**src/rtl/edge_sync.sv**
```systemverilog
// Two-flop synchronizer for an asynchronous input plus an any-edge detector.
// edge_pulse is high for one clk cycle per level change seen at the second flop.
module edge_sync (
    input  logic clk,
    input  logic rst,
    input  logic d,
    output logic edge_pulse
);

    logic s1_q;
    logic s2_q;
    logic s_prev_q;

    always_ff @(posedge clk or posedge rst) begin
        if (rst) begin
            s1_q     <= 1'b0;
            s2_q     <= 1'b0;
            s_prev_q <= 1'b0;
        end else begin
            s1_q     <= d;
            s2_q     <= s1_q;
            s_prev_q <= s2_q;
        end
    end

    // Rising and falling edges count alike.
    assign edge_pulse = s2_q ^ s_prev_q;

endmodule

```
**src/rtl/toggle_period_meter.sv**
```systemverilog
// Measures clk cycles between consecutive edges of an asynchronous square wave.
// period/valid register two cycles after the synchronizer's second stage sees the edge.
module toggle_period_meter #(
    parameter int unsigned COUNT_WIDTH   = 25,
    parameter int unsigned TIMEOUT_COUNT = 12000000
) (
    input  logic                   clk,
    input  logic                   rst,
    input  logic                   sig_in,
    output logic [COUNT_WIDTH-1:0] period,
    output logic                   valid,
    output logic                   stalled
);

    typedef enum logic {
        IDLE    = 1'b0,
        MEASURE = 1'b1
    } state_e;

    localparam logic [COUNT_WIDTH-1:0] TIMEOUT_LAST = COUNT_WIDTH'(TIMEOUT_COUNT - 1);

    state_e                 state_q;
    logic [COUNT_WIDTH-1:0] count_q;
    logic [COUNT_WIDTH-1:0] count_d;
    logic [COUNT_WIDTH-1:0] period_q;
    logic                   valid_q;
    logic                   stalled_q;
    logic                   edge_det;

    edge_sync u_edge_sync (
        .clk        (clk),
        .rst        (rst),
        .d          (sig_in),
        .edge_pulse (edge_det)
    );

    // The timeout keeps count_q below TIMEOUT_COUNT, so this never wraps.
    assign count_d = count_q + COUNT_WIDTH'(1);

    always_ff @(posedge clk or posedge rst) begin
        if (rst) begin
            state_q   <= IDLE;
            count_q   <= '0;
            period_q  <= '0;
            valid_q   <= 1'b0;
            stalled_q <= 1'b0;
        end else begin
            valid_q <= 1'b0;
            case (state_q)
                IDLE: begin
                    // First edge only arms; stalled stays up until a full measurement.
                    if (edge_det) begin
                        count_q <= '0;
                        state_q <= MEASURE;
                    end
                end
                MEASURE: begin
                    if (edge_det) begin
                        period_q  <= count_d;
                        valid_q   <= 1'b1;
                        count_q   <= '0;
                        stalled_q <= 1'b0;
                    end else if (count_q == TIMEOUT_LAST) begin
                        stalled_q <= 1'b1;
                        state_q   <= IDLE;
                    end else begin
                        count_q <= count_d;
                    end
                end
                default: state_q <= IDLE;
            endcase
        end
    end

    assign period  = period_q;
    assign valid   = valid_q;
    assign stalled = stalled_q;

endmodule

```
**config.mk**
```make
export PLATFORM = sky130hd
export DESIGN_NAME = toggle_period_meter
export DESIGN_NICKNAME = d
export VERILOG_FILES = /design/src/rtl/edge_sync.sv /design/src/rtl/toggle_period_meter.sv
export SDC_FILE = /design/constraint.sdc
export NUM_CORES = 1
export LEC_CHECK = 0
export ABC_AREA = 1
export BUFFER_PORTS_ARGS = -buffer_cell sky130_fd_sc_hd__clkbuf_2
export CORE_UTILIZATION = 30
export CTS_BUF_LIST = sky130_fd_sc_hd__clkbuf_16
export DETAILED_ROUTE_END_ITERATION = 16
export PLACE_DENSITY_LB_ADDON = 0.12
export SETUP_SLACK_MARGIN = 0.5
export SLEW_MARGIN = 20
export SYNTH_ARGS = -nofsm -noshare
export SYNTH_HDL_FRONTEND = slang
export SYNTH_SLANG_ARGS = --single-unit
```
**constraint.sdc**
```tcl
create_clock -name clk -period 4.9 [get_ports clk]
set_input_delay 0.49 -clock clk [delete_from_list [all_inputs] [get_ports clk]]
set_output_delay 0.49 -clock clk [all_outputs]
set_load 0.05 [all_outputs]
```
**After elaboration in Yosys (flattened, before gate mapping)**

Cells that the tools add are included.

- Memory bits (read-only): 0
- Input bits: 3
- Latch bits: 0
- Word-level logic and storage cells: 29
- Memories kept: 0
- Output and inout port bits: 27
- Bits in registers: 56
- Bits in writable memories: 0

- Div/mod/pow operators: 0
- Reductions and logical operators: 4
- $mul: 0
- Shift-type cells: 0
- Bitwise logic cells: 2
- Add/subtract/negate cells: 1
- Magnitude comparators: 0
- Equal/unequal tests: 3
- Multiplexer cells: 11

Operator list:

| cell | number |
|---|---|
| $mux W25 | 3 |
| $pmux W25 S2 | 1 |
| $add A25 B1 Y25 const B | 1 |
| $eq A25 B24 Y1 const B | 1 |
| $mux W1 | 6 |
| $reduce_and A2 Y1 | 3 |
| $ne A3 B3 Y1 const B | 1 |
| $ne A2 B2 Y1 const B | 1 |
| $pmux W1 S2 | 1 |
| $reduce_bool A2 Y1 | 1 |
| $not A1 Y1 | 1 |
| $xor A1 B1 Y1 | 1 |

**Depth between registers and ports, before layout**

Gate-level depths: netlist (run 1).

- Depth in word-level cells: 4
- Gate-level depth with buffers: 11
- Mapped depth without buffers: 10

**By module**

From an unflattened synthesis (run 1), not the netlist that was laid out.

- Cell total of the unflattened synthesis: 375
- Area, all modules: 2,867.8 µm²

Modules (own cells, without submodules):

| module | instances | sequential area each (µm²) | cells each | area each (µm²) |
|---|---|---|---|---|
| toggle_period_meter | 1 | 1,326.3 | 366 | 2,770.2 |
| edge_sync | 1 | 75.1 | 9 | 97.6 |

**Worst setup path before layout (run 1)**

OpenSTA, ideal clock, no wires.

- Path type: register to register
- From: register count_q[0]
- To: register count_q[5]
- Arrival: 1,424 ps
- Slack: 3,359 ps
- Library setup time: 117 ps
- Clock period less this slack: 1,541 ps
- Data required time: 4,783 ps
- Path buffers: 1
- Cell stages (with the launch flop): 12
- Cell sequence: dfrtp_1 ha_1 nand2_1 nor2_4 nand2_2 nor2_2 nand2_2 nand2_4 nor2_4 buf_6 nand2_1 nand2_1

- Word-level cells in the longest chain between the ends: 4
- Elaborated cells between the ends (all ways): 7
- Classes of those cells: add/sub: 1; eq/ne: 2; mux: 3; reduce/logical: 1

RTL lines:

| element | RTL line | RTL |
|---|---|---|
| from (decl) | toggle_period_meter.sv:23 | `logic [COUNT_WIDTH-1:0] count_q;` |
| from (signal assigned) | toggle_period_meter.sv:67 | `count_q <= count_d;` |
| $add A25 B1 Y25 | toggle_period_meter.sv:38 | `assign count_d = count_q + COUNT_WIDTH'(1);` |
| $mux W25 | toggle_period_meter.sv:63 | `end else if (count_q == TIMEOUT_LAST) begin` |
| $mux W25 | toggle_period_meter.sv:58 | `if (edge_det) begin` |
| $pmux W25 S2 | toggle_period_meter.sv:49 | `case (state_q)` |

Parallel ways exist; a longest one is shown, timed or not. The select of a mux whose other input is x is not followed.
A chain may end at the register's enable or synchronous reset.

**Final worst setup path (run 1)**

- From: register u_edge_sync.s_prev_q
- To: register period_q[0], in the netlist period[0]

- Word-level cells in the longest chain between the ends: 2

RTL lines:

| element | RTL line | RTL |
|---|---|---|
| from (decl) | edge_sync.sv:12 | `logic s_prev_q;` |
| from (signal assigned) | edge_sync.sv:22 | `s_prev_q <= s2_q;` |
| $xor A1 B1 Y1 | edge_sync.sv:27 | `assign edge_pulse = s2_q ^ s_prev_q;` |
| $reduce_and A2 Y1 (no source line) | -- |  |
| to (signal assigned) | toggle_period_meter.sv:59 | `period_q <= count_d;` |
| to (decl) | toggle_period_meter.sv:25 | `logic [COUNT_WIDTH-1:0] period_q;` |

No other way between the ends.

==> impl_metrics.py, run 1 <==
metrics = {
    "clock_tree": {
        "cts_hold_buf": 0,
        "insertion_delay_ns": 0.29,
        "numCtsBuffers": 5,
        "ctsHtreeMaxLevel": 2,
        "clk_path_buf_depth": 2,
        "path_clk_slew_ns": 0.08,
        "post_cts_resized": 0,
        "clockRootBuffer": "clkbuf_16",
        "cts_tree": "yes",
        "post_cts_buffers": 0,
        "cts.sinks": 56,
    },
    "routing": {
        "num_vias": 2299,
        "dr.pass1.iters": 4,
        "drt_iter0_markers": 120,
        "viasPerCell": 4.51,
        "antenna_left": 0,
        "wire_per_inst_um": 12.7,
        "wirelength_mm": 6.48,
        "drc_errors": 0,
    },
    "finish": {
        "seqCellArea_um2": 1400,
        "fillCellCount": 1027,
        "multi_input_area_um2": 1250,
        "syn2layout_area_growth_pct": 13.8,
        "final_cells": 510,
        "finalInstanceArea_um2": 3220,
        "nets": 402,
        "n_antenna_cell": 0,
        "drive_gt1_share_pct": 13.0,
    },
    "worst_hold_path": {
        "holdPathEnd": "u_edge_sync.s1_q",
        "hold_path.class": "primary input to flip-flop",
        "holdPathStages": 1,
        "hold_start": "sig_in",
    },
    "die": {
        "std_cell_rows": 35,
        "start_util_pct": 30.8,
        "dieArea_um2": 9830,
        "coreArea_um2": 9200,
        "die_w_um": 99.2,
        "io_pins": 30,
        "chipHeight_um": 99.2,
    },
    "logic_synthesis": {
        "postSynthAreaPerCell_um2": 7.61,
        "yosys_register_bits": 56,
        "syn_nets": 376,
        "synth_top_area_share_pct": 49.5,
        "synth_common_cells": "170 x nand2_1, 56 x dfrtp_1, 43 x nand3_1, 26 x inv_1, 22 x nor2_1",
        "yosys_most_used_dff": "dfrtp_1",
        "ys_seq_area_share_pct": 49.5,
        "ys_warn_count": 0,
        "synth_top_cell_by_area": "dfrtp_1",
        "synth_most_common_cell": "nand2_1",
        "synth_area_leaders": "dfrtp_1 49%, nand2_1 23%, nand3_1 7.6%",
        "synth_cells": 372,
        "synth_area_um2": 2830,
        "synth_edf_count": 0,
        "synth_cell_type_count": 23,
        "synth-async-reset-ratio_pct": 100,
    },
    "critical_path": {
        "critPathRequiredTime_ns": 5.06,
        "endpoint_kind": "flip-flop",
        "crit_buf_inv": 2,
        "crit_type": "flip-flop to flip-flop",
        "cpMostUsedCell": "inv_2",
        "cp_top_family": "simple AND/OR/NAND/NOR gates",
        "crit_chain": "xor2_2, inv_2, nor2_4, inv_2, nand2_1, o21ai_0",
        "reg2reg_depth": 6,
        "arrival_ns": 2.42,
        "crit_fanout": 36,
        "crit_path_top_delay_cell": "nor2_4",
        "max_stage_delay_ns": 0.58,
        "reg2reg_from": "u_edge_sync.s_prev_q",
        "r2r_setup_slack_ns": 2.64,
        "r2r-end": "period[0]",
        "start_kind": "flip-flop",
    },
    "sta": {
        "finalCriticalPeriod_ns": 2.26,
        "finalSetupViolCount": 0,
        "slew_headroom_pct": 50.7,
        "whs_ns": 0.300,
        "period_share_pct": 46.1,
        "fin_setup_tns_ns": 0,
        "grt_setup_unrepaired": "false",
        "finalClockSkew_ns": 0.00686,
        "hold_violations": 0,
        "drv_slew": 0,
        "worstMarginPinSlew_ns": 0.740,
        "max_freq_mhz": 443,
    },
    "grt": {
        "first_global_vias": 2236,
        "antenna_found_initial": 0,
        "grt_max_degree": 57,
        "grtUsageTotal_pct": 14.5,
        "grt_overflow": 0,
        "grt_pass1_wl_mm": 11.2,
    },
    "pwr": {
        "finalPower_mw": 0.993,
        "pwr_density_cell_nw_per_um2": 308,
        "leakagePower_nw": 1.75,
        "ir_drop_mv": 0.136,
    },
    "placed_design": {
        "placed_cell_area_um2": 3050,
        "port_buffers": 29,
        "gp_congestion": 0.821,
        "dp_cells": 502,
        "hpwlAfterDp_mm": 4.26,
    },
    "outcome": {
        "status": "completed",
    },
    "run": {
        "cap_violations": 0,
    },
}
[placed cells by master (no fill, tap or decap)]
master	Yosys	routed
o21ai_0	8	8
clkinvlp_4	0	1
clkbuf_2	0	29
nand2_1	170	170
inv_2	3	4
nand2_2	2	2
clkbuf_16	0	5
nand3_1	43	43
nor3_1	2	2
nor2_1	22	22
nand2_4	1	1
inv_1	26	25
xnor2_1	3	3
nand3b_1	4	4
bufinv_16	0	1
clkinv_2	0	1
xor2_1	9	9
xor2_2	1	1
dfrtp_1	56	56
nor2_4	3	3
buf_4	0	1
o21a_1	1	1
ha_1	1	1
nor2_2	3	3
nand4_1	3	3
[how the worst max path moves through the flow]
stage	to	start	slack, ns	depth (start not counted)
floorplan	count_q[0]	rst	3.04	1
global placement	period[0]	u_edge_sync.s_prev_q	2.63	6
detailed placement	period[0]	u_edge_sync.s_prev_q	2.59	6
CTS	period[0]	u_edge_sync.s_prev_q	2.59	6
global route	period[3]	u_edge_sync.s_prev_q	2.40	6
finish	period[0]	u_edge_sync.s_prev_q	2.64	6
[power breakdown]
group / switching (mW) / internal (mW) / total [mW]
Sequential: 0.00943 / 0.475 / 0.485
Combinational: 0.0785 / 0.0168 / 0.0953
Clock: 0.172 / 0.241 / 0.413
Total: 0.260 / 0.733 / 0.993
[stage by stage]
stage / utilization, % / setup WS [ns]
after floorplan: - / 3.04
after global placement: 33.2 / 2.63
after detailed placement: 33.2 / 2.59
after CTS: 35.0 / 2.59
after global routing: 35.0 / 2.40
final: 35.0 / 2.64
[sequential cells by signal, summed over array words and instances, names as in the netlist]
| signal | count |
|---|---|
| valid | 1 |
| u_edge_sync.s2_q | 1 |
| count_q | 25 |
| stalled | 1 |
| u_edge_sync.s1_q | 1 |
| period | 25 |
| state_q | 1 |
| u_edge_sync.s_prev_q | 1 |
[routing by layer]
| layer | track usage [%] | part of all wire (%) |
|---|---|---|
| met2 | 23.3 | 45 |
| met4 | 3.96 | 1.3 |
| met1 | 20.2 | 52 |
| met3 | 2.39 | 2.3 |
| met5 | 0 | 0 |
[worst reg2reg max path, delay by kind of cell (launching register included)]
kind | cells | cell delay, ns
xor gates and xnor gates | 1 | 0.24
buffers and inverters | 2 | 0.69
and+or+nand+nor | 2 | 0.72
DFF | 1 | 0.40
AOI/OAI and AO/OA | 1 | 0.08
[area by class of cell]
class	instances	area share [%]
Sequential cell	56	43.5
Multi-Input combinational cell	276	38.9
Timing Repair Buffer	30	4.74
Tap cell	111	4.31
Clock buffer	5	3.88
Inverter	29	3.38
Clock inverter	3	1.32
[cell families (layout without fill, tap and decap cells)]
kind of cell / count (synthesis) / count (layout) / share of synthesized area, %
simple gates: 253 / 253 / 37.8
flops: 56 / 56 / 49.5
buf+inv: 40 / 67 / 6.27
xor+xnor: 13 / 13 / 4.29
compound gates: 9 / 9 / 1.68
fa+ha+maj: 1 / 1 / 0.442
No activity file was read; power rests on OpenSTA's default activity.
==> run 2: changes to the inputs <==
--- a/config.mk
+++ b/config.mk
@@ -5,7 +5,7 @@
 export SDC_FILE = /design/constraint.sdc
 export NUM_CORES = 1
 export LEC_CHECK = 0
-export ABC_AREA = 1
+export ABC_AREA = 0
 export BUFFER_PORTS_ARGS = -buffer_cell sky130_fd_sc_hd__clkbuf_2
 export CORE_UTILIZATION = 30
 export CTS_BUF_LIST = sky130_fd_sc_hd__clkbuf_16
==> constraint.sdc (replaced) <==
create_clock -name clk -period 1.91 [get_ports clk]
set_input_delay 0.191 -clock clk [delete_from_list [all_inputs] [get_ports clk]]
set_output_delay 0.191 -clock clk [all_outputs]
set_load 0.05 [all_outputs]
==> run 2 against run 1 <==
- the run now ends with setup timing left
- cell count down 1.6%
- critical path depth up 2
- synthesized area down 0.53%
- power rose to 2.7 times the previous value
==> impl_metrics.py, run 2 <==
metrics = {
    "logic_synthesis": {
        "syn_nets": 299,
        "synth_common_cells": "56 x dfrtp_1, 43 x nand2_1, 24 x o21ai_0, 16 x xor2_1, 14 x nand3_1",
        "synth-async-reset-ratio_pct": 100,
        "synth_most_common_cell": "dfrtp_1",
        "synth_top_cell_by_area": "dfrtp_1",
        "synth_top_area_share_pct": 49.8,
        "ys_seq_area_share_pct": 49.8,
        "synth_area_um2": 2820,
        "synth_edf_count": 0,
        "synth_area_leaders": "dfrtp_1 50%, nand2_1 5.7%, xor2_1 5.0%",
        "yosys_register_bits": 56,
        "synth_cells": 295,
        "postSynthAreaPerCell_um2": 9.55,
        "yosys_most_used_dff": "dfrtp_1",
        "synth_cell_type_count": 41,
        "ys_warn_count": 0,
    },
    "sta": {
        "fin_ws_ns": -0.0416,
        "slew_headroom_pct": 72.8,
        "max_freq_mhz": 512,
        "finalSetupViolCount": 11,
        "worstMarginPinSlew_ns": 0.408,
        "finalClockSkew_ns": 0.00333,
        "grt_setup_unrepaired": "true",
        "finalCriticalPeriod_ns": 1.95,
        "hold_violations": 0,
        "fin_setup_tns_ns": -0.165,
        "drv_slew": 0,
        "period_share_pct": 102,
    },
    "critical_path": {
        "arrival_ns": 2.17,
        "crit_type": "flip-flop to flip-flop",
        "crit_fanout": 22,
        "r2r_setup_slack_ns": -0.04,
        "start_kind": "flip-flop",
        "reg2reg_depth": 8,
        "endpoint_kind": "flip-flop",
        "r2r-end": "count_q[15]",
        "reg2reg_from": "count_q[1]",
        "critPathRequiredTime_ns": 2.13,
    },
    "placed_design": {
        "hpwlAfterDp_mm": 5.07,
        "port_buffers": 29,
        "gp_congestion": 0.758,
        "placed_cell_area_um2": 3490,
    },
    "grt": {
        "grtUsageTotal_pct": 16.9,
        "grt_pass1_wl_mm": 12.8,
        "grt_max_degree": 50,
        "first_global_vias": 2441,
        "grt_overflow": 0,
        "antenna_found_initial": 0,
    },
    "finish": {
        "final_common_cell": "buf_4",
        "drive_gt1_share_pct": 44.4,
        "n_antenna_cell": 0,
        "syn2layout_area_growth_pct": 50.5,
        "finalInstanceArea_um2": 4240,
        "nets": 397,
        "mostFrequentLayoutCells": "60 x buf_4, 54 x dfrtp_1, 39 x nand2_1",
    },
    "clock_tree": {
        "ctsHtreeMaxLevel": 2,
        "cts.sinks": 56,
        "clockRootBuffer": "clkbuf_16",
        "path_clk_slew_ns": 0.07,
        "clk_path_buf_depth": 2,
        "insertion_delay_ns": 0.29,
        "cts_tree": "yes",
        "numCtsBuffers": 5,
    },
    "outcome": {
        "violations": "setup timing",
        "status": "finished with violations",
    },
    "die": {
        "dieArea_um2": 9780,
        "die_w_um": 98.9,
        "std_cell_rows": 34,
        "coreArea_um2": 8890,
        "chipHeight_um": 98.9,
        "io_pins": 30,
        "start_util_pct": 31.7,
    },
    "worst_hold_path": {
        "hold_path.class": "flip-flop to flip-flop",
        "hold_start": "u_edge_sync.s1_q",
        "holdPathStages": 0,
        "holdPathEnd": "u_edge_sync.s2_q",
    },
    "routing": {
        "dr.pass1.iters": 4,
        "antenna_left": 0,
        "viasPerCell": 5.01,
        "wire_per_inst_um": 16.9,
        "wirelength_mm": 8.51,
        "drc_errors": 0,
        "drt_iter0_markers": 129,
        "num_vias": 2515,
    },
    "pwr": {
        "pwr_density_cell_nw_per_um2": 641,
        "ir_drop_mv": 0.435,
        "leakagePower_nw": 1.85,
        "finalPower_mw": 2.72,
    },
    "run": {
        "cap_violations": 0,
    },
}
[run 2: cell types whose count changed after synthesis, sizes merged, moves of 7 or more]
cell	before	now
xnor2	3	13
a21oi	0	11
nand3	43	14
nand4	3	10
o211ai	0	7
or3	0	8
o21ai	8	34
nand2	173	43
nor2	28	11
or4	0	11
inv	29	7
clkbuf	2	12
[run 2: final cells by class]
type,instances,area (µm²)
clock buffer,5,125
clock inverter,3,37.5
fill,816,4650
inverter,7,35.0
multi-input combinational,211,1590
sequential,56,1400
tap,108,135
timing repair buffer,112,908
[run 2: worst max-delay path by stage]
stage	startpoint	end	slack [ns]	depth (start not counted)
after floorplan	count_q[0]	count_q[0]	-0.03	8
after global placement	count_q[1]	count_q[17]	0.003	7
after detailed placement	count_q[1]	count_q[17]	-0.06	7
after CTS	count_q[19]	count_q[0]	0.006	6
after global routing	count_q[1]	count_q[9]	-0.10	8
final	count_q[1]	count_q[15]	-0.04	8
[run 2: stage by stage]
step	hold slack [ns]	utilization (%)	std cells	worst slack, ns
2_1_floorplan	0.222	-	295	-0.0332
3_3_place_gp	0.199	39.3	458	0.00252
3_5_place_dp	0.202	39.3	458	-0.0616
4_1_cts	0.362	44.8	489	0.00596
5_1_grt	0.374	47.7	502	-0.104
6_report	0.359	47.7	502	-0.0416
[run 2: critical path, cell delays in order, from the launching register on]
cell and delay, ns:
dfrtp_1 0.35, buf_4 0.12, ha_4 0.14, nand3_4 0.09, or4_4 0.51, o21ai_4 0.21, buf_12 0.20, o31ai_2 0.09
a21oi_1 0.16
[run 2: timing repair]
item,CTS,global route
setup buffers,20,9
endpoints found under the hold margin,17,0
endpoints found under the setup margin,52,52
cloned,1,4
hold buffers,2,0
pin swaps,18,20
resized for setup,43,29
[run 2: power by group]
part           internal [mW]  switching [mW]
clock                  0.611           0.434
combinational          0.158           0.266
sequential              1.22          0.0245
[run 2: logic make-up (layout without fill, tap and decap cells)]
group	Yosys count	count (layout)	share of synthesized area, %
adders and majority gates	1	1	0.444
buffers and inverters	28	127	4.98
and+or+nand+nor	120	120	22.1
AOI/OAI and AO/OA	60	60	13.3
DFF	56	56	49.8
muxes	1	1	0.400
xor gates and xnor gates	29	29	9.02
[run 2: routing by layer]
metal | vias up | track usage, % | share of wire, %
met1 | 1220 | 24.0 | 49
met3 | 13 | 2.55 | 2.5
met5 | - | 0 | 0
li1 | 1225 | - | -
met2 | 57 | 27.1 | 47
met4 | 0 | 4.25 | 1.9
==> run 3: changes to the inputs <==
--- a/config.mk
+++ b/config.mk
@@ -15,4 +15,5 @@
 export SLEW_MARGIN = 20
 export SYNTH_ARGS = -nofsm -noshare
 export SYNTH_HDL_FRONTEND = slang
+export SYNTH_HIERARCHICAL = 1
 export SYNTH_SLANG_ARGS = --single-unit
==> run 3 against run 2 <==
- the run now ends clean
- count of clock-buffer cells in the layout did not move
- cell count up 1.4%
- critical path depth decreased by 2
- register-to-register slack better by 0.10 ns
==> impl_metrics.py, run 3 <==
metrics = {
    "logic_synthesis": {
        "synth_most_common_cell": "dfrtp_1",
        "synth_compound_area_share_pct": 11.9,
        "synth_top_family_by_area": "simple AND/OR/NAND/NOR gates",
        "synth_top_cell_by_area": "dfrtp_1",
        "synth_cells": 293,
        "synth-async-reset-ratio_pct": 100,
        "muxShareOfSynthArea_pct": 1.17,
        "synth-xor-area-share_pct": 8.49,
        "synth_edf_count": 0,
        "syn_nets": 297,
        "synth_area_leaders": "dfrtp_1 50%, a21oi_1 6.6%, nor2_1 4.7%",
        "synth_area_um2": 2790,
        "synth_cell_type_count": 39,
        "yosys_register_bits": 56,
        "synth_common_cells": "56 x dfrtp_1, 37 x a21oi_1, 35 x nor2_1, 15 x xor2_1",
        "synth_top_area_share_pct": 50.3,
        "yosys_most_used_dff": "dfrtp_1",
        "ys_warn_count": 6,
        "ys_seq_area_share_pct": 50.3,
        "postSynthAreaPerCell_um2": 9.51,
        "yosys.area_share.simple_pct": 23.5,
        "synth_fa_ha_area_share_pct": 0.449,
    },
    "critical_path": {
        "endpoint_kind": "flip-flop",
        "crit_chain": "nand4_4, or4_4, o21ai_4, buf_6, nor2_1, mux2_2",
        "max_stage_delay_ns": 0.55,
        "start_kind": "flip-flop",
        "crit_path_top_delay_cell": "or4_4",
        "cp_top_family": "simple AND/OR/NAND/NOR gates",
        "critPathRequiredTime_ns": 2.09,
        "crit_type": "flip-flop to flip-flop",
        "arrival_ns": 2.03,
        "crit_buf_inv": 1,
        "crit_fanout": 4,
    },
    "clock_tree": {
        "cts_tree": "yes",
        "clk_path_buf_depth": 2,
        "insertion_delay_ns": 0.29,
        "path_clk_slew_ns": 0.07,
        "clockRootBuffer": "clkbuf_16",
        "numCtsBuffers": 5,
        "cts.sinks": 56,
        "ctsHtreeMaxLevel": 2,
    },
    "die": {
        "chipHeight_um": 98.4,
        "io_pins": 30,
        "std_cell_rows": 34,
        "coreArea_um2": 8850,
        "start_util_pct": 31.5,
        "dieArea_um2": 9670,
        "die_w_um": 98.4,
    },
    "routing": {
        "drc_errors": 0,
        "wirelength_mm": 8.42,
        "dr.pass1.iters": 6,
        "wire_per_inst_um": 16.5,
        "antenna_left": 0,
        "drt_iter0_markers": 89,
        "num_vias": 2576,
        "viasPerCell": 5.06,
    },
    "sta": {
        "finalCriticalPeriod_ns": 1.85,
        "drv_slew": 0,
        "finalSetupViolCount": 0,
        "grt_setup_unrepaired": "true",
        "period_share_pct": 96.9,
        "hold_violations": 0,
        "whs_ns": 0.317,
        "worstMarginPinSlew_ns": 0.519,
        "finalClockSkew_ns": 0.00642,
        "max_freq_mhz": 540,
        "slew_headroom_pct": 65.3,
        "fin_setup_tns_ns": 0,
    },
    "placed_design": {
        "gp_congestion": 0.816,
        "dp_cells": 455,
        "hpwlAfterDp_mm": 4.76,
        "port_buffers": 29,
    },
    "finish": {
        "final_common_cell": "dfrtp_1",
        "fillCellCount": 772,
        "final_cells": 509,
        "final_util_pct": 52.1,
        "syn2layout_area_growth_pct": 65.5,
        "n_antenna_cell": 0,
        "drive_gt1_share_pct": 50.4,
        "nets": 404,
        "mostFrequentLayoutCells": "52 x dfrtp_1, 51 x buf_4, 29 x clkbuf_2",
    },
    "grt": {
        "antenna_found_initial": 0,
        "grt_pass1_wl_mm": 13.2,
        "first_global_vias": 2458,
        "grtUsageTotal_pct": 17.8,
        "grt_max_degree": 35,
        "grt_overflow": 0,
    },
    "pwr": {
        "seq_power_share_pct": 42.3,
        "finalPower_mw": 3.20,
        "p_sw_mw": 1.08,
        "combPwrFrac_pct": 29.4,
        "leakagePower_nw": 2.03,
        "pwr_density_cell_nw_per_um2": 695,
        "internal-power_mw": 2.12,
        "switching_share_pct": 33.7,
        "p_clk_share_pct": 28.3,
        "ir_drop_mv": 0.332,
    },
    "worst_hold_path": {
        "hold_path.class": "primary input to async pin",
    },
    "run": {
        "cap_violations": 0,
    },
    "outcome": {
        "status": "completed",
    },
}
==> run 3: cell types whose count changed in the layout (fill, tap and decap cells not counted), sizes merged, moves of 3 or more <==
cell    previous run  this run
a21oi             11        37
nor2              11        35
nor2b              0         6
nand2             43        13
o21ai             34        13
or2                3         0
o211ai             7         0
buf               79        88
==> run 3: tightest hold or removal path: cells and delay by family <==
kind | cells | cell delay [ns]
buf+inv | 3 | 0.77
==> run 3: layout make-up <==
type | count | area, µm² | area share (%)
clock buffers | 5 | 125 | 2.71
inverters | 5 | 22.5 | 0.489
well taps | 108 | 135 | 2.93
repair buffers | 120 | 1160 | 25.2
flip-flops and latches | 56 | 1410 | 30.5
clock inverters | 3 | 15.0 | 0.326
multi-input cells | 212 | 1740 | 37.8
==> run 3: routing by layer <==
layer | up-vias | part of all wire, % | global-route usage [%]
met5 | - | 0 | 0
met4 | 0 | 1.7 | 4.94
met1 | 1267 | 47 | 25.2
met3 | 10 | 3.5 | 2.43
met2 | 46 | 48 | 28.4
li1 | 1253 | - | -
==> run 3: final timing paths <==
| check | from | end | slack (ns) | cells after the start |
|---|---|---|---|---|
| setup / recovery | count_q[6] | count_q[2] | 0.06 | 6 |
| hold / removal | rst | u_edge_sync/s1_q | 0.32 | 3 |
| setup reg to reg | count_q[6] | count_q[2] | 0.06 | 6 |
| hold reg to reg | u_edge_sync/s1_q | u_edge_sync/s2_q | 0.36 | 0 |
| max in group asynchronous | rst | count_q[14] | 0.88 | 4 |
| min in group clk | u_edge_sync/s1_q | u_edge_sync/s2_q | 0.36 | 0 |
==> run 3: kinds of logic (layout without fill, tap and decap cells) <==
kind of cell / count (synthesis) / count (layout)
AO/OA/AOI/OAI: 60 / 60
multiplexers: 3 / 3
buffers and inverters: 25 / 133
flip-flops: 56 / 56
XOR/XNOR: 27 / 27
AND/OR/NAND/NOR: 121 / 121
adder cells (fa/ha/maj): 1 / 1
==> run 3: stage by stage <==
| step | setup WS (ns) | area (µm²) |
|---|---|---|
| global route | -0.00781 | 4610 |
| global placement | 0.0109 | 3470 |
| detailed placement | -0.00987 | 3470 |
| finish | 0.0586 | 4610 |
| CTS | 0.0415 | 4200 |
| floorplan | -0.0147 | 2940 |
==> run 3: what timing repair did <==
| item | in CTS | in global routing |
|---|---|---|
| setup buffers | 21 | 17 |
| pin swaps | 21 | 30 |
| gates cloned | 6 | 0 |
| gates resized for setup | 49 | 62 |
| endpoints found under the hold margin | 23 | 0 |
| endpoints found under the setup margin | 52 | 53 |
| hold buffers | 2 | 0 |
==> run 3: power by group through the flow <==
| stage | clock network, mW | registers (mW) | logic (mW) |
|---|---|---|---|
| 2_1_floorplan | 0 | 1.68 | 0.190 |
| 3_3_place_gp | 0 | 1.36 | 0.665 |
| 3_5_place_dp | 0 | 1.37 | 0.669 |
| 4_1_cts | 0.937 | 1.35 | 0.862 |
| 5_1_grt | 0.979 | 1.37 | 0.997 |
| 6_report | 0.906 | 1.36 | 0.940 |
